File: src/rtl/fp_pkg.sv
// Shared definitions for the sequential floating-point units.
// Packed format is sign | exponent | fraction, with a hidden leading one.
package fp_pkg;

    localparam int DEF_MBITS = 3;
    localparam int DEF_EBITS = 4;
    localparam int DEF_W     = DEF_MBITS + DEF_EBITS + 1;
    localparam int BIAS      = (1 << (DEF_EBITS - 1)) - 1;

    localparam logic [DEF_W-1:0] NAN_DEF  = {1'b0, {DEF_EBITS{1'b1}}, {DEF_MBITS{1'b1}}};
    localparam logic [DEF_W-1:0] INF_DEF  = {1'b0, {DEF_EBITS{1'b1}}, {DEF_MBITS{1'b0}}};
    localparam logic [DEF_W-1:0] ZERO_DEF = '0;

    localparam logic [1:0] IDLE   = 2'd0;
    localparam logic [1:0] DIVIDE = 2'd1;
    localparam logic [1:0] POST   = 2'd2;

    // Callers pass pre-reduced exponent flags so these work for any field width.
    function automatic logic is_nan(input logic exp_ones, input logic frac_nz);
        return exp_ones & frac_nz;
    endfunction

    function automatic logic is_inf(input logic exp_ones, input logic frac_nz);
        return exp_ones & ~frac_nz;
    endfunction

    function automatic logic is_zero(input logic exp_zero);
        return exp_zero;
    endfunction

endpackage

File: src/rtl/fp_mant_div_step.sv
// One restoring-division step: conditional subtract of the divisor, then shift left.
module fp_mant_div_step #(
    parameter int MBITS = 3
) (
    input  logic [MBITS+1:0] rem,
    input  logic [MBITS:0]   divisor,
    output logic [MBITS+1:0] rem_next,
    output logic             qbit
);

    always_comb begin
        qbit = (rem >= {1'b0, divisor});
        if (qbit) begin
            rem_next = (rem - {1'b0, divisor}) << 1;
        end else begin
            rem_next = rem << 1;
        end
    end

endmodule

File: src/rtl/ieee_fp_div.sv
// Sequential floating-point divider z = x / y, one quotient bit per cycle.
// IDLE: wait for start | DIVIDE: restoring steps | POST: round, classify, pack
module ieee_fp_div #(
    parameter int MBITS = fp_pkg::DEF_MBITS,
    parameter int EBITS = fp_pkg::DEF_EBITS
) (
    input  logic                 clock,
    input  logic                 reset,
    input  logic                 start,
    input  logic [MBITS+EBITS:0] x,
    input  logic [MBITS+EBITS:0] y,
    output logic [MBITS+EBITS:0] z,
    output logic                 busy,
    output logic                 done
);
    import fp_pkg::*;

    localparam int W  = MBITS + EBITS + 1;
    localparam int QW = MBITS + 4;
    localparam int CW = $clog2(QW);
    localparam int XW = EBITS + 2;

    localparam logic [EBITS-1:0]      EXP_ONES = '1;
    localparam logic signed [XW-1:0]  BIAS_X   = XW'((1 << (EBITS - 1)) - 1);
    localparam logic signed [XW-1:0]  EXP_MAX  = XW'((1 << EBITS) - 1);
    localparam logic signed [XW-1:0]  ONE_X    = XW'(1);
    localparam logic signed [XW-1:0]  ZERO_X   = '0;
    localparam logic [CW-1:0]         LAST_CNT = CW'(QW - 1);

    logic [1:0]       state;
    logic [CW-1:0]    count;
    logic             sign_x, sign_y;
    logic [EBITS-1:0] exp_x, exp_y;
    logic [MBITS-1:0] frac_x;
    logic [MBITS:0]   sig_y;
    logic [MBITS+1:0] rem;
    logic [QW-1:0]    q;

    logic [MBITS+1:0] rem_next;
    logic             qbit;

    fp_mant_div_step #(.MBITS(MBITS)) u_step (
        .rem      (rem),
        .divisor  (sig_y),
        .rem_next (rem_next),
        .qbit     (qbit)
    );

    logic [QW-2:0]          q_norm;
    logic signed [XW-1:0]   exp_unb, exp_fin;
    logic [MBITS-1:0]       frac_trunc, frac_fin;
    logic [MBITS:0]         frac_round;
    logic                   guard, sticky, round_up;
    logic                   x_nan, x_inf, x_zero, y_nan, y_inf, y_zero;
    logic                   sign_z;
    logic [W-1:0]           z_next;

    always_comb begin
        // Quotient lies in (0.5, 2); drop the integer bit after normalizing.
        q_norm  = q[QW-1] ? q[QW-2:0] : {q[QW-3:0], 1'b0};
        exp_unb = $signed({2'b00, exp_x}) - $signed({2'b00, exp_y}) + BIAS_X;
        if (!q[QW-1]) begin
            exp_unb = exp_unb - ONE_X;
        end

        frac_trunc = q_norm[QW-2:3];
        guard      = q_norm[2];
        sticky     = (|q_norm[1:0]) | (|rem);
        round_up   = guard & (sticky | frac_trunc[0]);
        frac_round = {1'b0, frac_trunc} + {{MBITS{1'b0}}, round_up};

        exp_fin  = exp_unb;
        frac_fin = frac_round[MBITS-1:0];
        if (frac_round[MBITS]) begin
            exp_fin  = exp_unb + ONE_X;
            frac_fin = '0;
        end

        x_nan  = is_nan(&exp_x, |frac_x);
        x_inf  = is_inf(&exp_x, |frac_x);
        x_zero = is_zero(~|exp_x);
        y_nan  = is_nan(&exp_y, |sig_y[MBITS-1:0]);
        y_inf  = is_inf(&exp_y, |sig_y[MBITS-1:0]);
        y_zero = is_zero(~|exp_y);
        sign_z = sign_x ^ sign_y;

        if (x_nan | y_nan | (x_zero & y_zero) | (x_inf & y_inf)) begin
            z_next = {1'b0, EXP_ONES, {MBITS{1'b1}}};
        end else if (x_inf | y_zero) begin
            z_next = {sign_z, EXP_ONES, {MBITS{1'b0}}};
        end else if (x_zero | y_inf) begin
            z_next = {sign_z, {(W-1){1'b0}}};
        end else if (exp_fin <= ZERO_X) begin
            z_next = {sign_z, {(W-1){1'b0}}};
        end else if (exp_fin >= EXP_MAX) begin
            z_next = {sign_z, EXP_ONES, {MBITS{1'b0}}};
        end else begin
            z_next = {sign_z, exp_fin[EBITS-1:0], frac_fin};
        end
    end

    always_ff @(posedge clock or posedge reset) begin
        if (reset) begin
            state  <= IDLE;
            count  <= '0;
            sign_x <= 1'b0;
            sign_y <= 1'b0;
            exp_x  <= '0;
            exp_y  <= '0;
            frac_x <= '0;
            sig_y  <= '0;
            rem    <= '0;
            q      <= '0;
            z      <= '0;
            busy   <= 1'b0;
            done   <= 1'b0;
        end else begin
            done <= 1'b0;
            case (state)
                IDLE: begin
                    if (start) begin
                        sign_x <= x[W-1];
                        exp_x  <= x[W-2:MBITS];
                        frac_x <= x[MBITS-1:0];
                        sign_y <= y[W-1];
                        exp_y  <= y[W-2:MBITS];
                        sig_y  <= {1'b1, y[MBITS-1:0]};
                        rem    <= {2'b01, x[MBITS-1:0]};
                        q      <= '0;
                        count  <= '0;
                        busy   <= 1'b1;
                        state  <= DIVIDE;
                    end
                end
                DIVIDE: begin
                    rem   <= rem_next;
                    q     <= {q[QW-2:0], qbit};
                    count <= count + CW'(1);
                    if (count == LAST_CNT) begin
                        state <= POST;
                    end
                end
                POST: begin
                    z     <= z_next;
                    done  <= 1'b1;
                    busy  <= 1'b0;
                    state <= IDLE;
                end
                default: state <= IDLE;
            endcase
        end
    end

endmodule
File: config.mk
export PLATFORM = sky130hd
export DESIGN_NAME = ieee_fp_div
export DESIGN_NICKNAME = d
export VERILOG_FILES = /design/src/rtl/fp_pkg.sv /design/src/rtl/fp_mant_div_step.sv /design/src/rtl/ieee_fp_div.sv
export SDC_FILE = /design/constraint.sdc
export NUM_CORES = 1
export LEC_CHECK = 0
export ABC_CLOCK_PERIOD_IN_PS = 3800
export CAP_MARGIN = 20
export CELL_PAD_IN_SITES_DETAIL_PLACEMENT = 0
export CELL_PAD_IN_SITES_GLOBAL_PLACEMENT = 2
export CORE_AREA = 4 4 93 95
export DETAILED_ROUTE_END_ITERATION = 12
export DIE_AREA = 0 0 97 99
export PLACE_DENSITY_LB_ADDON = 0.05
export SYNTH_ARGS = -nofsm -noshare
export SYNTH_HDL_FRONTEND = slang
export SYNTH_SLANG_ARGS = --single-unit
File: constraint.sdc
create_clock -name clock -period 3.8 [get_ports clock]
set_input_delay 0.76 -clock clock [delete_from_list [all_inputs] [get_ports clock]]
set_output_delay 0.76 -clock clock [all_outputs]
set_load 0.005 [all_outputs]
==> results.toml <==
[route]
drt-total-wl_um = 5970
ant_nets = 0
firstDrtPassIters = 4
drt_iter0_drc = 93
route.detailed.drc = 0
num_vias = 2070
wl_per_cell_um = 14.4
viasPerCell = 5.00

[sta]
max_freq_mhz = 297
hold_viol = 0
maxSlewHeadroom = 0.469
rsz0062_at_grt = "no"
finalSetupTns_ns = 0
final-setup-viol-count = 0
period_share = 0.886
finClkSkew_ns = 0.0118
finalCriticalPeriod_ns = 3.37
drv_slew = 0
tightest_slew_ns = 0.796

[synth]
synth_area_per_cell_um2 = 9.43
synth_area_leaders = "dfrtp_1 (41%), ha_1 (7.0%), o21ai_0 (5.4%), nand2_1 (4.9%), mux2_2 (4.6%)"
syn_area_um2 = 2670
synth_seq_cells = 44
syn-instance-count = 283
synth_edf_count = 0
ys_warn_count = 0
synth.distinct_cells = 51
synth_nets = 319
synth_flop_cell = "dfrtp_1"
ys_seq_area_frac = 0.413
ys_async_sr_fraction = 1.00
synth_top_cell_area_share = 0.413
synth_top_area_cell = "dfrtp_1"

[cts]
clock-sinks = 44
path_clk_slew_ns = 0.08
cts_root_buffer = "clkbuf_8"
cts_buffers = 5
htreeDepth = 2
post_cts_resize_count = 0
hold_buffers = 0
cts_setup_buffers = 0
tritoncts = "yes"
clock_latency_ns = 0.30
clockBufferDepth = 2

[die]
boundaryPins = 29
rows = 32
die_x_um = 97
core_um2 = 7730
die-height_um = 99
die_area_um2 = 9600
start_util = 0.345

[flow_run]
cap_violations = 0

[setup_path]
end_kind = "flop"
crit_path_start_kind = "flop"
reg2reg_slack_ns = 0.43
worstPathMaxFanout = 5
critPathKind = "reg -> reg"
crit_required_ns = 3.97
worst_ep_arrival_time_ns = 3.54

[final_layout]
n_antenna_cell = 0
final_nets = 347
area_growth_syn_to_layout_pct = 18.1
drive_gt1_frac = 0.122
utilization = 0.408
fin_cells = 414

[place]
numPortBuffers = 28
place_inst = 406
gp_congestion = 0.780
dp_hpwl_um = 4570

[global_routing]
grt_pass1_wl_um = 10500
grt_pass1_vias = 2165
antenna_found_initial = 0
overflow = 0
grt_util_all_layers = 0.133
grt_max_degree = 45

[min_path]
hold_path_class = "reg -> reg"

[run_status]
outcome = "complete, no violations"
-- metrics by stage --
step                cell area [um2]  hold WS, ns  worst slack [ns]
finish                         3150        0.478             0.433
global route                   3150        0.522             0.140
CTS                            3150        0.483             0.354
detailed placement             3050        0.455             0.375
global placement               3050        0.454             0.297
floorplan                      2670        0.440             0.729
-- per-layer routing --
layer / global-route usage / vias up / part of all wire
met3: 0.0255 / 5 / 0.018
met1: 0.172 / 999 / 0.49
met2: 0.227 / 13 / 0.48
met4: 0.0356 / 0 / 0.0099
li1: - / 1053 / -
met5: 0 / - / 0
-- cell families (layout without fill, tap and decap cells) --
| family | Yosys count | in the layout | share of synthesized area |
|---|---|---|---|
| simple gates | 97 | 97 | 0.174 |
| compound gates | 69 | 69 | 0.168 |
| flops | 44 | 44 | 0.413 |
| buf+inv | 28 | 57 | 0.0450 |
| fa+ha+maj | 18 | 18 | 0.0895 |
| xor+xnor | 14 | 14 | 0.0572 |
| mux | 13 | 13 | 0.0539 |
-- critical path, cell delays in order (launching register included) --
cell and delay (ns):
dfrtp_1 0.39, inv_1 0.08, ha_1 0.15, inv_1 0.05
fa_1 0.47, inv_1 0.06, ha_1 0.35, xnor2_2 0.27
ha_1 0.32, nand3b_1 0.18, nor3b_1 0.32, nand4_1 0.16
nor3_1 0.20, a311o_1 0.19, a211oi_1 0.06
-- layout make-up --
type | instances | area [um2]
sequential | 44 | 1100
fill | 768 | 4570
inverter | 18 | 67.6
clock buffer | 7 | 86.3
multi-input combinational | 211 | 1460
timing repair buffer | 31 | 303
clock inverter | 1 | 7.51
tap | 102 | 128
-- cells in the final DEF, fill, tap and decap left out, drive strengths merged, types with 4 or more instances in the layout --
master	instances
a211oi	4
a21o	4
a21oi	8
clkbuf	7
clkdlybuf4s50	28
dfrtp	44
ha	15
inv	17
mux2	11
nand2	35
nand3	4
nand4	4
nor2	25
nor2b	4
nor3	5
o21ai	30
xnor2	8
xor2	5
-- worst paths after layout --
kind,to,cells after the start,from
max reg2reg,z[4],14,exp_x[0]
min reg2reg,sig_y[3],1,sig_y[3]
min,sig_y[3],1,sig_y[3]
max,z[4],14,exp_x[0]
max in group asynchronous,sign_x,3,reset
min in group asynchronous,frac_x[2],3,reset
-- cells in the mapped netlist (4+ instances only) --
library cell and number:
nor3_1 5, xor2_1 5, a21oi_1 8, nand3_1 4, ha_1 15, dfrtp_1 44, xnor2_1 6, a211oi_1 4
nand2_1 35, o21ai_0 29, nor2_1 24, clkbuf_1 7, inv_1 18, mux2_2 11, nand4_1 4
-- registers in the layout, summed over array words and instances (netlist names) --
| register | count |
|---|---|
| z | 8 |
| q | 7 |
| rem | 5 |
| exp_x | 4 |
| exp_y | 4 |
| sig_y | 4 |
| count | 3 |
| frac_x | 3 |
| state | 2 |
| busy | 1 |
| done | 1 |
| sign_x | 1 |
| sign_y | 1 |
Power is left out: the tool's default activity adds up to more than one toggle a clock period on the data nets, which glitch-free logic cannot reach.
